===== src/rtl/mskaes_128bits_round_fsm.sv =====
// Round sequencer for the 128-bit masked AES core: runs 10 rounds of LATENCY
// cycles each and closes the round-constant loop through the RCON pipeline.
module mskaes_128bits_round_fsm #(
  parameter int LATENCY = 4
) (
  input  logic       clk,
  input  logic       rst,
  input  logic       in_valid,
  output logic       in_ready,
  output logic       out_valid,
  input  logic       out_ready,
  input  logic [7:0] rcon_next,
  output logic [7:0] rcon_in,
  output logic       load,
  output logic       round_end,
  output logic       last_round,
  output logic [3:0] round,
  output logic       busy
);

  localparam int CW = (LATENCY > 1) ? $clog2(LATENCY) : 1;
  localparam logic [CW-1:0] CNT_LAST = CW'(LATENCY - 1);
  localparam logic [3:0] LAST_ROUND = 4'd10;

  typedef enum logic [1:0] {
    IDLE  = 2'd0,
    ROUND = 2'd1,
    DONE  = 2'd2
  } state_t;

  state_t        state;
  logic [CW-1:0] cnt;

  always_ff @(posedge clk or posedge rst) begin
    if (rst) begin
      state <= IDLE;
      round <= 4'd0;
      cnt   <= '0;
    end else begin
      case (state)
        IDLE: begin
          if (in_valid) begin
            state <= ROUND;
            round <= 4'd1;
            cnt   <= '0;
          end
        end
        ROUND: begin
          if (cnt == CNT_LAST) begin
            cnt <= '0;
            if (round == LAST_ROUND) begin
              state <= DONE;
              round <= 4'd0;
            end else begin
              round <= round + 4'd1;
            end
          end else begin
            cnt <= cnt + CW'(1);
          end
        end
        DONE: begin
          // a request arriving together with out_ready is deliberately dropped
          if (out_ready) state <= IDLE;
        end
        default: state <= IDLE;
      endcase
    end
  end

  assign in_ready   = (state == IDLE) && !rst;
  assign load       = in_ready && in_valid;
  assign busy       = (state == ROUND);
  assign round_end  = busy && (cnt == CNT_LAST);
  assign last_round = busy && (round == LAST_ROUND);
  assign out_valid  = (state == DONE);
  // round 1 seeds the loop; later rounds reuse the pipeline's xtime'd constant
  assign rcon_in    = (!busy || round == 4'd1) ? 8'h01 : rcon_next;

endmodule


===== config.mk =====
export PLATFORM = sky130hd
export DESIGN_NAME = mskaes_128bits_round_fsm
export DESIGN_NICKNAME = d
export VERILOG_FILES = /design/src/rtl/mskaes_128bits_round_fsm.sv
export SDC_FILE = /design/constraint.sdc
export NUM_CORES = 1
export LEC_CHECK = 0
export CORE_AREA = 2 2 42 44
export CTS_CLUSTER_SIZE = 40
export DETAILED_ROUTE_END_ITERATION = 7
export DIE_AREA = 0 0 44 46
export GPL_ROUTABILITY_DRIVEN = 0
export HOLD_SLACK_MARGIN = 0.12
export PLACE_DENSITY = 0.71
export SLEW_MARGIN = 0
export SYNTH_ARGS = -nofsm -noshare
export SYNTH_HDL_FRONTEND = slang
export SYNTH_SLANG_ARGS = --single-unit

===== constraint.sdc =====
create_clock -name clk -period 1.5 [get_ports clk]
set_clock_uncertainty 0.15 [all_clocks]
set_input_delay 0.225 -clock clk [delete_from_list [all_inputs] [get_ports clk]]
set_output_delay 0.225 -clock clk [all_outputs]
set_load 0.02 [all_outputs]

==> reports/qor.csv <==
stage,metric,value,unit
sta,hold_violations_final,0,
job,max-cap-violations,0,
logic_synthesis,synth_sequential_area_ratio,0.3810,
sta,slew-limit-headroom,0.7654,
power_and_ir_drop,power-per-cell-area,1871,mW/mm^2
grt,met3_usage,0.05159,
sta,finalWorstSetupSlack,-295.0,ps
floorplan,rows,15,
layout,multiInputGateArea,405.4,sq um
floorplan,height_of_the_chip,46,microns
layout,drive_gt1_frac,0.6694,
layout,p_r_area_growth_vs_syn,135.7,%
critical_path,end_kind,register,
power_and_ir_drop,fin_total_pwr,0.002317,W
layout,num-nets-final,136,
logic_synthesis,ys_warn_count,0,
floorplan,floorplan.io_pins,30,
drt,wl_per_cell,15.49,microns
sta,worst_slew_pin_slew,351.6,ps
critical_path,crit_path_class,register to register,
grt,grt_overflow_total,0,
logic_synthesis,post_synth_most_frequent_cells,"and2_1, dfrtp_1, inv_1, nor3_1",
critical_path,crit_arrival,1780,ps
logic_synthesis,synth.lib_cells_used.distinct,29,
sta,maxSlewViolCount,0,
logic_synthesis,synthXorXnorAreaFrac,0,
placed_design,dpl.hpwl,1.218,mm
critical_path,cp.required,1490,ps
clock_tree,cts_num_sinks,8,
grt,gr-usage-met2,0.3529,
placed_design,buffer_ports.inserted,29,
drt,route.final.wire_length,2.138,mm
grt,grt_max_degree,9,
worst_hold_path,hold_path.class,input pin to asynchronous set/reset pin,
logic_synthesis,synth_area_leaders,"dfrtp_1, and2_1, a22o_1",
logic_synthesis,fraction_of_the_mapped_netlist_area_in_adder_cells,0.02381,
logic_synthesis,mappedNetlistArea,525.5,sq um
drt,postRouteAntennaNets,0,
clock_tree,tritoncts.num_buffers,3,
drt,drcViolationCount,0,
clock_tree,insertion_delay,270,ps
sta,final.min_clock_period,1795,ps
layout,post_layout_nonfiller_instances,138,
power_and_ir_drop,vdd_ir_drop_max,0.001159,V
outcome,outcome,"finished, violations left",
layout,design_area,0.001239,sq mm
logic_synthesis,synthesis.nets,69,
grt,antenna_found_initial,0,
power_and_ir_drop,power.leakage,0.5948,nW
logic_synthesis,synth.largest_area_cell,dfrtp_1,
logic_synthesis,asyncSetResetFlopFracSynth,1.000,
grt,grt_pass1_vias,666,
sta,fmax,0.5571,GHz
floorplan,initial_core_util,0.3256,
critical_path,cp-start-kind,register,
grt,gr-max-usage-layer,met2,
clock_tree,clock_path_buffers,2,
grt,gr-usage-all-layers,0.1932,
clock_tree,cts_root_buf,clkbuf_4,
sta,final.period_utilization,1.197,
drt,vias_per_cell,4.986,
clock_tree,h-tree-depth,1,
logic_synthesis,post_synth_mux_area_share,0.01905,
floorplan,die_x,44,microns
placed_design,placed_area,953.4,sq um
logic_synthesis,postSynth.topFlopCell,dfrtp_1,
logic_synthesis,synthMostInstantiatedCell,and2_1,
logic_synthesis,number_of_synthesized_flops_with_an_enable_pin,0,
placed_design,placedCellCount,117,
floorplan,dieArea,0.002024,sq mm
sta,setup_repair_after_global_routing_missed_its_margin,true,
floorplan,core-area,0.001614,sq mm
logic_synthesis,basic_gate_share_of_the_synthesized_area_counting_and_or_nand_and_nor_cells,0.3381,
logic_synthesis,dominant_combinational_cell_family_by_area_after_synthesis,simple AND/OR/NAND/NOR gates,
logic_synthesis,post-synth-top-area-fraction,0.3810,
sta,setup_violators_final,20,
layout,layout.area.seq,201.4,sq um
outcome,violations,setup timing,
logic_synthesis,synthesis.instances,56,
grt,global_route_wire_length_before_repair,2.773,mm
critical_path,crit_fanout,3,
layout,num-fill-cells,107,
drt,vias,688,
logic_synthesis,postSynthRegisterBits,8,
drt,number_of_iterations_in_the_first_detailed_routing_pass,4,
drt,drt_first_iter_violations,11,
clock_tree,clk_transition_reported_paths,60,ps
logic_synthesis,synth_compound_area_frac,0.1881,
critical_path,regToRegSetupSlack,-300,ps
grt,routing_usage_on_met1,0.1932,
logic_synthesis,syn_area_per_cell,9.384,sq um
clock_tree,tritoncts_clock_tree,built,
layout,antennaDiodeCount,0,
-- path summary, 6_finish.rpt --
path	startpoint	to	cells past startpoint
worst max-delay path	round[0]	round[1]	8
worst min-delay path	rst	state[0]	2
worst max register to register	round[0]	round[1]	8
worst min register to register	cnt[1]	cnt[1]	1
max in group asynchronous	rst	round[0]	2
min in group clk	cnt[1]	cnt[1]	1
-- cells in the final DEF (no fill, tap or decap), drive strengths merged --
cell,count
clkbuf,5
a22o,2
inv,4
a31oi,1
or3,1
nand3b,1
nand2b,2
dfrtp,8
o31ai,2
buf,49
o21bai,1
mux2i,1
o21ai,3
nor3b,2
o2bb2ai,2
and2b,1
ha,1
nand2,3
o22a,1
clkdlybuf4s50,11
o21a,1
nor3,3
nor2,4
clkdlybuf4s15,1
and2,11
-- sequential cells by signal, summed over array words and instances, names as in the netlist --
signal  count
cnt         2
round       4
state       2
-- worst max-delay path, cell delays in order, from the launching register on --
cell and delay (ps):
dfrtp_2 430, buf_4 140, nor3b_2 200, buf_4 140
buf_4 90, buf_4 100, nor3_1 40, o31ai_1 230
o21ai_1 120
-- per-stage QoR --
step	hold WS [ps]	TNS, ps	worst slack, ps	util
floorplan	-109.3	-375.3	-47.19	-
global placement	345.1	-5313	-453.9	0.5907
detailed placement	353.7	-5792	-506.9	0.5907
CTS	176.9	-2391	-272.3	0.7031
global route	193.2	-4898	-398.8	0.7674
finish	171.5	-3788	-295.0	0.7674
-- per-layer routing --
layer | vias to the layer above | share of wire | wire, microns
li1 | 325 | - | -
met1 | 324 | 0.36 | 763
met2 | 32 | 0.55 | 1168
met3 | 7 | 0.066 | 141
met4 | 0 | 0.030 | 65
met5 | - | 0 | 0
-- cell families after synthesis --
kind of cell	after synthesis
fa+ha+maj	1
compound gates	13
mux	1
buf+inv	5
flops	8
simple gates	28
-- cell type report --
cell class / count / share of cell area
multi-input combinational: 43 / 0.3273
timing repair buffer: 63 / 0.4606
sequential: 8 / 0.1626
inverter: 4 / 0.01414
tap: 17 / 0.01717
clock buffer: 3 / 0.01818
-- power breakdown --
group          switching [W]  internal, W
Clock              0.0000848    0.0000923
Sequential         0.0000776     0.000309
Combinational       0.000786     0.000967
Total               0.000948      0.00137
-- what timing repair did --
item / CTS / global route
pin swaps: 15 / 7
setup buffers: 10 / 8
resized for setup: 113 / 15
endpoints found under the setup margin: 21 / 22
hold buffers: 0 / 0
(Power assumes the default switching activity.)
